--- config.mk ---
export PLATFORM = sky130hd
export DESIGN_NAME = wb_skid_stage
export DESIGN_NICKNAME = d
export VERILOG_FILES = /design/src/rtl/wb_skid_stage.sv
export SDC_FILE = /design/constraint.sdc
export NUM_CORES = 1
export LEC_CHECK = 0
export BUFFER_PORTS_ARGS = -buffer_cell sky130_fd_sc_hd__buf_4
export CORE_ASPECT_RATIO = 0.5
export CORE_MARGIN = 4
export CORE_UTILIZATION = 30
export DETAILED_ROUTE_END_ITERATION = 8
export PLACE_DENSITY = 0.56
export SKIP_CTS_REPAIR_TIMING = 1
export SLEW_MARGIN = 0
export SYNTH_ARGS = -nofsm -noshare
export SYNTH_HDL_FRONTEND = slang
export SYNTH_SLANG_ARGS = --single-unit
export TNS_END_PERCENT = 30
--- constraint.sdc ---
create_clock -name clk_i -period 3.5 [get_ports clk_i]
set_input_delay 0.175 -clock clk_i [delete_from_list [all_inputs] [get_ports clk_i]]
set_output_delay 0.175 -clock clk_i [all_outputs]
set_load 0.02 [all_outputs]
--- src/rtl/wb_skid_stage.sv ---
// Write-back pipeline stage with valid/ready handshake, optional 2-entry skid
// buffer, synchronous flush and a saturating back-pressure counter.
module wb_skid_stage #(
    parameter int DATA_W = 32,
    parameter int ADDR_W = 5,
    parameter int SKID   = 1,
    parameter int CNT_W  = 16
) (
    input  logic              clk_i,
    input  logic              start_i,
    input  logic              flush_i,
    input  logic              in_valid_i,
    output logic              in_ready_o,
    input  logic              in_regwrite_i,
    input  logic              in_memtoreg_i,
    input  logic [DATA_W-1:0] in_aludata_i,
    input  logic [DATA_W-1:0] in_readdata_i,
    input  logic [ADDR_W-1:0] in_rdaddr_i,
    output logic              out_valid_o,
    input  logic              out_ready_i,
    output logic              out_regwrite_o,
    output logic              out_memtoreg_o,
    output logic [DATA_W-1:0] out_aludata_o,
    output logic [DATA_W-1:0] out_readdata_o,
    output logic [ADDR_W-1:0] out_rdaddr_o,
    output logic [1:0]        occupancy_o,
    output logic [CNT_W-1:0]  stall_cnt_o
);

    typedef struct packed {
        logic              regwrite;
        logic              memtoreg;
        logic [DATA_W-1:0] aludata;
        logic [DATA_W-1:0] readdata;
        logic [ADDR_W-1:0] rdaddr;
    } ent_t;

    typedef enum logic [1:0] {
        S_EMPTY = 2'd0,
        S_ONE   = 2'd1,
        S_TWO   = 2'd2
    } state_t;

    state_t           r_state, w_nxt_state;
    ent_t             r_head, r_skid, w_head_nxt, w_skid_nxt, w_in;
    logic             r_rdy;
    logic             w_acc, w_pop, w_valid;
    logic [CNT_W-1:0] r_stall;

    assign w_in = '{regwrite: in_regwrite_i, memtoreg: in_memtoreg_i,
                    aludata: in_aludata_i, readdata: in_readdata_i,
                    rdaddr: in_rdaddr_i};

    // r_rdy is 0 through reset and the first edge after release; with SKID=1
    // it is the whole ready, otherwise it only gates the combinational path.
    assign w_valid    = (r_state != S_EMPTY);
    assign in_ready_o = (SKID != 0) ? r_rdy
                                    : (r_rdy & ((r_state == S_EMPTY) | out_ready_i));
    assign w_acc      = in_valid_i & in_ready_o;
    assign w_pop      = w_valid & out_ready_i;

    always_comb begin
        w_nxt_state = r_state;
        w_head_nxt  = r_head;
        w_skid_nxt  = r_skid;
        case (r_state)
            S_EMPTY: begin
                if (w_acc) begin
                    w_head_nxt  = w_in;
                    w_nxt_state = S_ONE;
                end
            end
            S_ONE: begin
                if (w_acc && w_pop) begin
                    w_head_nxt = w_in;
                end else if (w_acc) begin
                    w_skid_nxt  = w_in;
                    w_nxt_state = S_TWO;
                end else if (w_pop) begin
                    w_nxt_state = S_EMPTY;
                end
            end
            S_TWO: begin
                if (w_pop) begin
                    w_head_nxt  = r_skid;
                    w_nxt_state = S_ONE;
                end
            end
            default: w_nxt_state = S_EMPTY;
        endcase
        // Flush wins: drop everything and ignore a same-cycle accept.
        if (flush_i) begin
            w_nxt_state = S_EMPTY;
            w_head_nxt  = r_head;
            w_skid_nxt  = r_skid;
        end
    end

    always_ff @(posedge clk_i or negedge start_i) begin
        if (!start_i) begin
            r_state <= S_EMPTY;
            r_head  <= '0;
            r_skid  <= '0;
            r_rdy   <= 1'b0;
            r_stall <= '0;
        end else begin
            r_state <= w_nxt_state;
            r_head  <= w_head_nxt;
            r_skid  <= w_skid_nxt;
            r_rdy   <= (w_nxt_state != S_TWO);
            if (w_valid && !out_ready_i && (r_stall != {CNT_W{1'b1}}))
                r_stall <= r_stall + 1'b1;
        end
    end

    // Control bits are masked so a drained stage presents a bubble.
    assign out_valid_o    = w_valid;
    assign out_regwrite_o = r_head.regwrite & w_valid;
    assign out_memtoreg_o = r_head.memtoreg & w_valid;
    assign out_aludata_o  = r_head.aludata;
    assign out_readdata_o = r_head.readdata;
    assign out_rdaddr_o   = r_head.rdaddr;
    assign occupancy_o    = r_state;
    assign stall_cnt_o    = r_stall;

endmodule

Word level (Yosys, flattened, before mapping). Cells that the tools add are included.

Register bits: 161. Logic and storage cells: 47.

Add/subtract/negate cells: 1. Equal/unequal tests: 7. Multiplexer cells: 11. Bitwise logic cells: 6. Reduce and logical (&&, ||, !) cells: 9.

Operators with widths (count): 71-bit 2-to-1 mux (3); 71-bit one-hot mux with 3 select lines (1); 16-bit by 1-bit adder with 16-bit output (second input constant) (1); 16-bit inequality test (second input constant) (1); 2-bit 2-to-1 mux (6); 2-bit inequality test (second input constant) (4); 2-bit one-hot mux with 3 select lines (1); 5-bit AND reduction (1); 1-bit bitwise AND (4); 4-bit AND reduction (1); 1-bit logical AND (3); 3-bit nonzero test (1); 2-bit by 1-bit == test with 1-bit output (second input constant) (1); 2-bit == test (second input constant) (1); 2-bit zero test (1); 1-bit inverter (2); 2-bit nonzero test (1); 1-bit zero test (1).

Longest topological paths before layout. Gate-level depths: netlist (run 1).

Word-level depth: 8. Mapped depth: 8. Mapped depth without buffers: 5.

Least setup slack after synthesis (run 1). Ideal clock, no wire load.

Path kind: register to register. Start: reg r_stall[0], in the netlist stall_cnt_o[0]. End: reg r_stall[1], in the netlist stall_cnt_o[1]. Arrival: 1.725 ns. Setup slack: 1.650 ns. Stages on the path, launching flop included: 6. Path buffers: 1. Cell sequence: dfrtp_1 ha_1 and4_1 a211oi_2 buf_2 mux2_2.

Longest elaborated chain between the ends: 2. Elaborated cells on any way between the ends: 3.

Ends and longest elaborated chain: start, declared (line 48) `logic [CNT_W-1:0] r_stall;`; start signal, assigned (line 112) `r_stall <= r_stall + 1'b1;`; parallel branches: the longest is 2 deep, another holds 16-bit by 1-bit adder with 16-bit output.

Parallel ways; which one is timed is not known. A chain may end at the register's enable or synchronous reset.

Final worst setup path (run 1).
Start: reg r_state[1], in the netlist occupancy_o[1]. End: reg r_skid[11] (netlist name).

Longest elaborated chain between the ends: 5. Elaborated cells on any way between the ends: 6.

Ends and longest elaborated chain: start, declared (line 44) `state_t r_state, w_nxt_state;`; start signal, assigned (line 107) `r_state <= w_nxt_state;`; 2-bit nonzero test (line 56) `assign w_valid = (r_state != S_EMPTY);`; 1-bit bitwise AND (line 60) `assign w_pop = w_valid & out_ready_i;`; 1-bit logical AND (line 74) `if (w_acc && w_pop) begin`; 1-bit inverter (no source line); 4-bit AND reduction (no source line) (*); end signal, assigned (line 109) `r_skid <= w_skid_nxt;`; end, declared (line 45) `ent_t r_head, r_skid, w_head_nxt, w_skid_nxt, w_in;`.

Mark *: on every way between the ends. The rest lies on a longest branch, timed or not.

==> impl_metrics.py, run 1 <==
metrics = {
    "outcome": {
        "outcome": "completed",
    },
    "global_route": {
        "gr-usage-all-layers_pct": 12.5,
        "grt_max_degree": 83,
        "grt_pass1_vias": 4965,
        "antenna_found_initial": 0,
        "grt-busiest-layer": "met2",
        "grt.overflow.total": 0,
        "met3_usage_pct": 3.27,
        "use_met1_pct": 15.1,
        "use_met2_pct": 21.8,
        "grt_pass1_wl_um": 27400,
    },
    "place": {
        "gp_congestion": 0.744,
        "portBuffers": 166,
        "dpl_cell_area_um2": 8640,
        "place_hpwl_um": 11500,
    },
    "worst_setup_path": {
        "cp.arrival_ps": 2820,
        "path_cells": "and3b_1 -> nand2_1 -> or3_4 -> buf_4 -> mux2_4",
        "cp_slowest_cell": "or3_4",
        "cp.required_ps": 3810,
        "crit_path_end_kind": "flop",
        "worst_setup_path_start_kind": "flop",
        "crit_family": "simple AND/OR/NAND/NOR gates",
        "cp_num_buf_inv": 1,
        "slowest_delay_ps": 890,
        "crit_fanout": 56,
        "critPathKind": "flop to flop",
    },
    "drt": {
        "drt_iter0_drc": 246,
        "post_drt_wl_per_cell_um": 15.5,
        "finalWirelength_um": 17500,
        "ant_nets": 0,
        "via_per_inst": 4.34,
        "drc_errors": 0,
        "drt_first_pass_iters": 4,
        "vias": 4892,
    },
    "clock_network": {
        "cts.sinks": 161,
        "clockBufferDepth": 2,
        "insertion_delay_ps": 430,
        "clk_pin_slew_ps": 60,
        "cts_tree": "yes",
        "htree_levels": 4,
        "root_buffer": "clkbuf_16",
        "cts_buffers": 17,
    },
    "sta": {
        "tns_ps": 0,
        "relSlewSlack_pct": 21.7,
        "setup_viol": 0,
        "fmax_mhz": 399,
        "layout_min_cycle_time_ps": 2510,
        "slew_viol_final": 0,
        "rsz0062_at_grt": "false",
        "tightest_slew_ps": 1170,
        "hold_viol": 0,
        "clock_skew_ps": 7.55,
        "fin_crit_sh_pct": 71.6,
    },
    "yosys": {
        "ys_seq_area_share_pct": 53.0,
        "yosys_warnings": 0,
        "synthCells": 615,
        "synth_area_um2": 7600,
        "synth_cell_type_count": 33,
        "syn_area_per_cell_um2": 12.4,
        "syn_nets": 692,
        "synth_seq_cells": 161,
    },
    "floorplanning": {
        "die_h_um": 121,
        "die_width_um": 233,
        "placement_rows": 40,
        "io_pins": 167,
        "fp.dieArea_um2": 28100,
        "core_area_um2": 24500,
        "start_util_pct": 31.1,
    },
    "cells_and_area": {
        "fin_nets": 857,
        "final_area_um2": 10000,
        "post-route-util_pct": 40.9,
        "areaGrowthSynthToFinish_pct": 31.6,
        "multi_input_area_um2": 2860,
        "drive_above_1_share_pct": 35.9,
        "fillCellCount": 2335,
        "regArea_um2": 4030,
        "diodes": 0,
    },
    "pwr": {
        "p_sw_mw": 1.70,
        "power_frac_clock_pct": 32.8,
        "p_int_mw": 4.36,
        "swShare_pct": 28.0,
        "power_density_nw_per_um2": 606,
        "irDropWorstVdd_mv": 0.296,
        "seq_power_share_pct": 42.7,
        "power.leakage_nw": 5.14,
        "comb_power_share_pct": 24.5,
    },
    "job": {
        "maxCapViolations": 0,
    },
    "min_path": {
        "hold_class": "primary input to flop",
    },
}
==> cells by family after synthesis <==
group | Yosys count | synth area share (%)
XOR/XNOR | 14 | 1.61
AO/OA/AOI/OAI | 78 | 5.43
AND/OR/NAND/NOR | 111 | 6.52
buffers and inverters | 106 | 9.68
adder cells (fa/ha/maj) | 1 | 0.165
multiplexers | 144 | 23.6
flip-flops | 161 | 53.0
==> final timing paths <==
path                       depth (start not counted)                             end                        start  slack (ps)
max reg2reg                                        5          r_skid[11]$_DFFE_PN0P_     occupancy_o[1]$_DFF_PN0_         990
min in group asynchronous                          2  out_readdata_o[24]$_DFFE_PN0P_                      start_i         250
min reg2reg                                        1     stall_cnt_o[15]$_DFFE_PN0P_  stall_cnt_o[15]$_DFFE_PN0P_         500
min                                                2            in_ready_o$_DFF_PN0_                  out_ready_i          60
max                                                5          r_skid[11]$_DFFE_PN0P_     occupancy_o[1]$_DFF_PN0_         990
max in group asynchronous                          3          r_skid[21]$_DFFE_PN0P_                      start_i        2320
==> worst register-to-register path: cells and delay by family (launching register included) <==
kind / cells / cell delay [ps]
AND/OR/NAND/NOR: 3 / 1220
flip-flops: 1 / 450
buffers and inverters: 1 / 400
multiplexers: 1 / 320
==> sequential cells by signal (all words and copies together), names as in the netlist <==
register,cells
r_skid,71
out_aludata_o,32
out_readdata_o,32
stall_cnt_o,16
out_rdaddr_o,5
occupancy_o,2
r_head,2
in_ready_o,1
==> through the flow <==
stage,power (mW),setup WS [ps],std cells,hold WS (ps)
floorplan,3.68,1650,615,-121
global route,6.41,837,1128,53.5
finish,6.06,993,1128,61.4
detailed placement,4.05,980,1024,166
CTS,6.09,962,1055,-315
global placement,4.02,1030,1024,160
==> layer usage <==
metal	wire length, um	part of all wire, %
met1	7620	44
met2	9100	52
met3	464	2.7
met4	285	1.6
met5	0	0
==> Yosys cell counts <==
library cell / instances / area, um^2
clkbuf_1: 7 / 26.3
buf_4: 70 / 526
nand4b_1: 1 / 8.76
inv_1: 4 / 15.0
a21oi_2: 1 / 8.76
ha_1: 1 / 12.5
a211oi_2: 1 / 12.5
nor2_1: 73 / 274
nor4b_2: 1 / 15.0
nor3b_1: 1 / 7.51
and2_1: 1 / 6.26
nand2_1: 9 / 33.8
a211oi_1: 1 / 7.51
and3_1: 2 / 12.5
nand2b_1: 1 / 6.26
mux2_2: 3 / 33.8
nand4_1: 2 / 12.5
a211o_1: 1 / 8.76
or3_1: 1 / 6.26
dfrtp_1: 161 / 4030
nor3_1: 3 / 15.0
o21bai_1: 2 / 15.0
mux2i_1: 71 / 711
xnor2_1: 10 / 87.6
xor2_1: 4 / 35.0
nand3_1: 10 / 50.1
and4_1: 3 / 26.3
a21oi_1: 72 / 360
mux2_4: 70 / 1050
buf_2: 18 / 90.1
and3b_1: 1 / 8.76
nor2b_1: 2 / 12.5
buf_6: 7 / 78.8
==> layout by cell type (no fill, tap or decap), types with 2 or more instances in the layout <==
master / netlist / routed
buf_4: 70 / 174
dfrtp_1: 161 / 161
nor2_1: 73 / 73
dlygate4sd3_1: 0 / 73
a21oi_1: 72 / 72
mux2i_1: 71 / 71
mux2_4: 70 / 70
clkbuf_16: 0 / 17
nand3_1: 10 / 10
xnor2_1: 10 / 10
nand2_1: 9 / 9
clkbuf_8: 0 / 6
inv_1: 4 / 4
xor2_1: 4 / 4
nor3_1: 3 / 3
and4_1: 3 / 3
mux2_2: 3 / 3
bufinv_16: 0 / 3
and3_1: 2 / 2
o21bai_1: 2 / 2
nor2b_1: 2 / 2
nand4_1: 2 / 2
clkinv_2: 0 / 2
clkinv_4: 0 / 2
==> final cells by class <==
type,count,area share (%)
sequential,161,40.3
multi-input combinational,348,28.6
timing repair buffer,248,20.5
clock buffer,23,5.08
tap,336,4.20
clock inverter,8,1.25
inverter,4,0.150
==> power by group through the flow <==
stage	logic, mW	registers, mW	clock network (mW)
final	1.48	2.59	1.99
after global routing	1.61	2.65	2.15
after CTS	1.44	2.59	2.06
after detailed placement	1.44	2.62	0
after global placement	1.41	2.61	0
after floorplan	1.11	2.56	0
No activity file was read; power rests on OpenSTA's default activity.
==> run 2: changes to the inputs <==
--- a/config.mk
+++ b/config.mk
@@ -10,7 +10,7 @@
 export CORE_MARGIN = 4
 export CORE_UTILIZATION = 30
 export DETAILED_ROUTE_END_ITERATION = 8
-export PLACE_DENSITY = 0.56
+export PLACE_DENSITY = 0.58
 export SKIP_CTS_REPAIR_TIMING = 1
 export SLEW_MARGIN = 0
 export SYNTH_ARGS = -nofsm -noshare
==> constraint.sdc (replaced) <==
create_clock -name clk_i -period 2 [get_ports clk_i]
set_input_delay 0.1 -clock clk_i [delete_from_list [all_inputs] [get_ports clk_i]]
set_output_delay 0.1 -clock clk_i [all_outputs]
set_load 0.02 [all_outputs]
==> impl_metrics.py, run 2 (same netlist as run 1, synthesis figures left out) <==
metrics = {
    "floorplanning": {
        "placement_rows": 40,
        "die_h_um": 121,
        "io_pins": 167,
        "fp.dieArea_um2": 28100,
        "die_width_um": 233,
        "start_util_pct": 31.1,
        "core_area_um2": 24500,
    },
    "global_route": {
        "use_met2_pct": 21.6,
        "grt_pass1_wl_um": 27400,
        "grt-busiest-layer": "met2",
        "grt.overflow.total": 0,
        "gr-usage-all-layers_pct": 12.5,
        "use_met1_pct": 14.9,
        "grt_pass1_vias": 5057,
        "grt_max_degree": 50,
        "met3_usage_pct": 3.30,
        "antenna_found_initial": 0,
    },
    "clock_network": {
        "cts_tree": "yes",
        "root_buffer": "clkbuf_16",
        "clockBufferDepth": 2,
        "clk_pin_slew_ps": 70,
        "cts.sinks": 161,
        "cts_buffers": 17,
        "htree_levels": 4,
        "insertion_delay_ps": 430,
    },
    "worst_setup_path": {
        "cp.arrival_ps": 2150,
        "crit_fanout": 7,
        "r2r_end": "stall_cnt_o[1]$_DFFE_PN0P_",
        "worst_setup_path_start_kind": "flop",
        "slowest_delay_ps": 420,
        "cp-startpoint": "stall_cnt_o[0]$_DFFE_PN0P_",
        "crit_path_end_kind": "flop",
        "path_cells": "ha_1 -> and4_1 -> a211oi_2 -> buf_4 -> mux2_2",
        "cp_slowest_cell": "dfrtp_1",
        "crit_end": "stall_cnt_o[1]$_DFFE_PN0P_",
        "cp.required_ps": 2310,
        "r2r.worst_path.cells": 5,
        "r2r_slack_ps": 170,
        "r2r-start": "stall_cnt_o[0]$_DFFE_PN0P_",
        "critPathKind": "flop to flop",
    },
    "place": {
        "portBuffers": 166,
        "place_hpwl_um": 11900,
        "dpl_cell_area_um2": 8850,
        "dp_slack_ps": 167,
        "gp_congestion": 0.781,
    },
    "sta": {
        "relSlewSlack_pct": 64.7,
        "tightest_slew_ps": 526,
        "setup_viol": 0,
        "tns_ps": 0,
        "fmax_mhz": 546,
        "hold_viol": 0,
        "layout_min_cycle_time_ps": 1830,
        "hold_ws_ps": 49.6,
        "rsz0062_at_grt": "false",
        "setup_ws_ps": 167,
        "clock_skew_ps": 6.14,
        "slew_viol_final": 0,
        "fin_crit_sh_pct": 91.6,
    },
    "drt": {
        "drt_iter0_drc": 342,
        "vias": 4990,
        "post_drt_wl_per_cell_um": 15.7,
        "drt_first_pass_iters": 4,
        "ant_nets": 0,
        "drc_errors": 0,
        "via_per_inst": 4.38,
        "finalWirelength_um": 17900,
    },
    "job": {
        "maxCapViolations": 0,
    },
    "pwr": {
        "irDropWorstVdd_mv": 0.495,
        "power_frac_clock_pct": 31.3,
        "power.leakage_nw": 5.23,
        "p_sw_mw": 3.06,
        "seq_power_share_pct": 43.3,
        "p_int_mw": 7.44,
        "power_density_nw_per_um2": 1030,
        "comb_power_share_pct": 25.5,
        "swShare_pct": 29.1,
        "totalPowerFinal_mw": 10.5,
    },
    "cells_and_area": {
        "layout_commonest_cell": "buf_4",
        "regMostFlops": "r_skid",
        "layout_common_cells": "buf_4 (173), dfrtp_1 (161), dlygate4sd3_1 (74)",
        "areaGrowthSynthToFinish_pct": 33.9,
        "fin_nets": 868,
        "final_area_um2": 10200,
        "drive_above_1_share_pct": 36.6,
        "diodes": 0,
        "largest_reg_flops": 71,
    },
    "outcome": {
        "outcome": "completed",
    },
    "min_path": {
        "hold_class": "primary input to flop",
    },
}
run 2: cell count changes in the layout (fill, tap and decap cells not counted), sizes merged:
cell	change
inv	+2
clkbuf	-3
bufinv	-1
buf	+10
clkinvlp	-1
dlygate4sd3	+1
clkinv	+4
run 2: power groups by stage:
stage	combinational, mW	clock [mW]	sequential, mW
global placement	2.53	0	4.55
detailed placement	2.59	0	4.57
floorplan	1.95	0	4.49
CTS	2.59	3.40	4.54
global route	2.88	3.55	4.63
finish	2.67	3.28	4.54
run 2: how the worst min path moves through the flow:
stage                     slack, ps                              to  cells past startpoint        from
after floorplan                -200            in_ready_o$_DFF_PN0_                      0     start_i
after global placement           80  out_readdata_o[27]$_DFFE_PN0P_                      1     start_i
after detailed placement         80  out_readdata_o[27]$_DFFE_PN0P_                      1     start_i
after CTS                      -400  out_readdata_o[27]$_DFFE_PN0P_                      1     start_i
after global routing             60        occupancy_o[0]$_DFF_PN0_                      4  in_valid_i
final                            50        occupancy_o[0]$_DFF_PN0_                      4  in_valid_i
run 2: layout make-up:
| class | instances | area [um^2] |
|---|---|---|
| fillers | 2279 | 14300 |
| flip-flops and latches | 161 | 4030 |
| multi-input cells | 348 | 2860 |
| repair buffers | 259 | 2270 |
| clock buffers | 20 | 457 |
| well taps | 336 | 420 |
| clock inverters | 12 | 133 |
| inverters | 4 | 15.0 |
run 2: worst max-delay path, delay by kind of cell (launching register included):
family          cells  cell delay (ps)
compound gates      1              280
fa+ha+maj           1              260
simple gates        1              240
flops               1              420
buf+inv             1              200
mux                 1              330
run 2: through the flow:
| step | util [%] | std cells |
|---|---|---|
| floorplan | - | 615 |
| global placement | 36.2 | 1034 |
| detailed placement | 36.2 | 1034 |
| CTS | 38.6 | 1066 |
| global route | 41.6 | 1140 |
| finish | 41.6 | 1140 |
run 2: routing by layer:
metal / vias up / share of wire [%]
li1: 2389 / -
met1: 2516 / 42
met2: 65 / 54
met3: 20 / 2.6
met4: 0 / 2.1
met5: - / 0
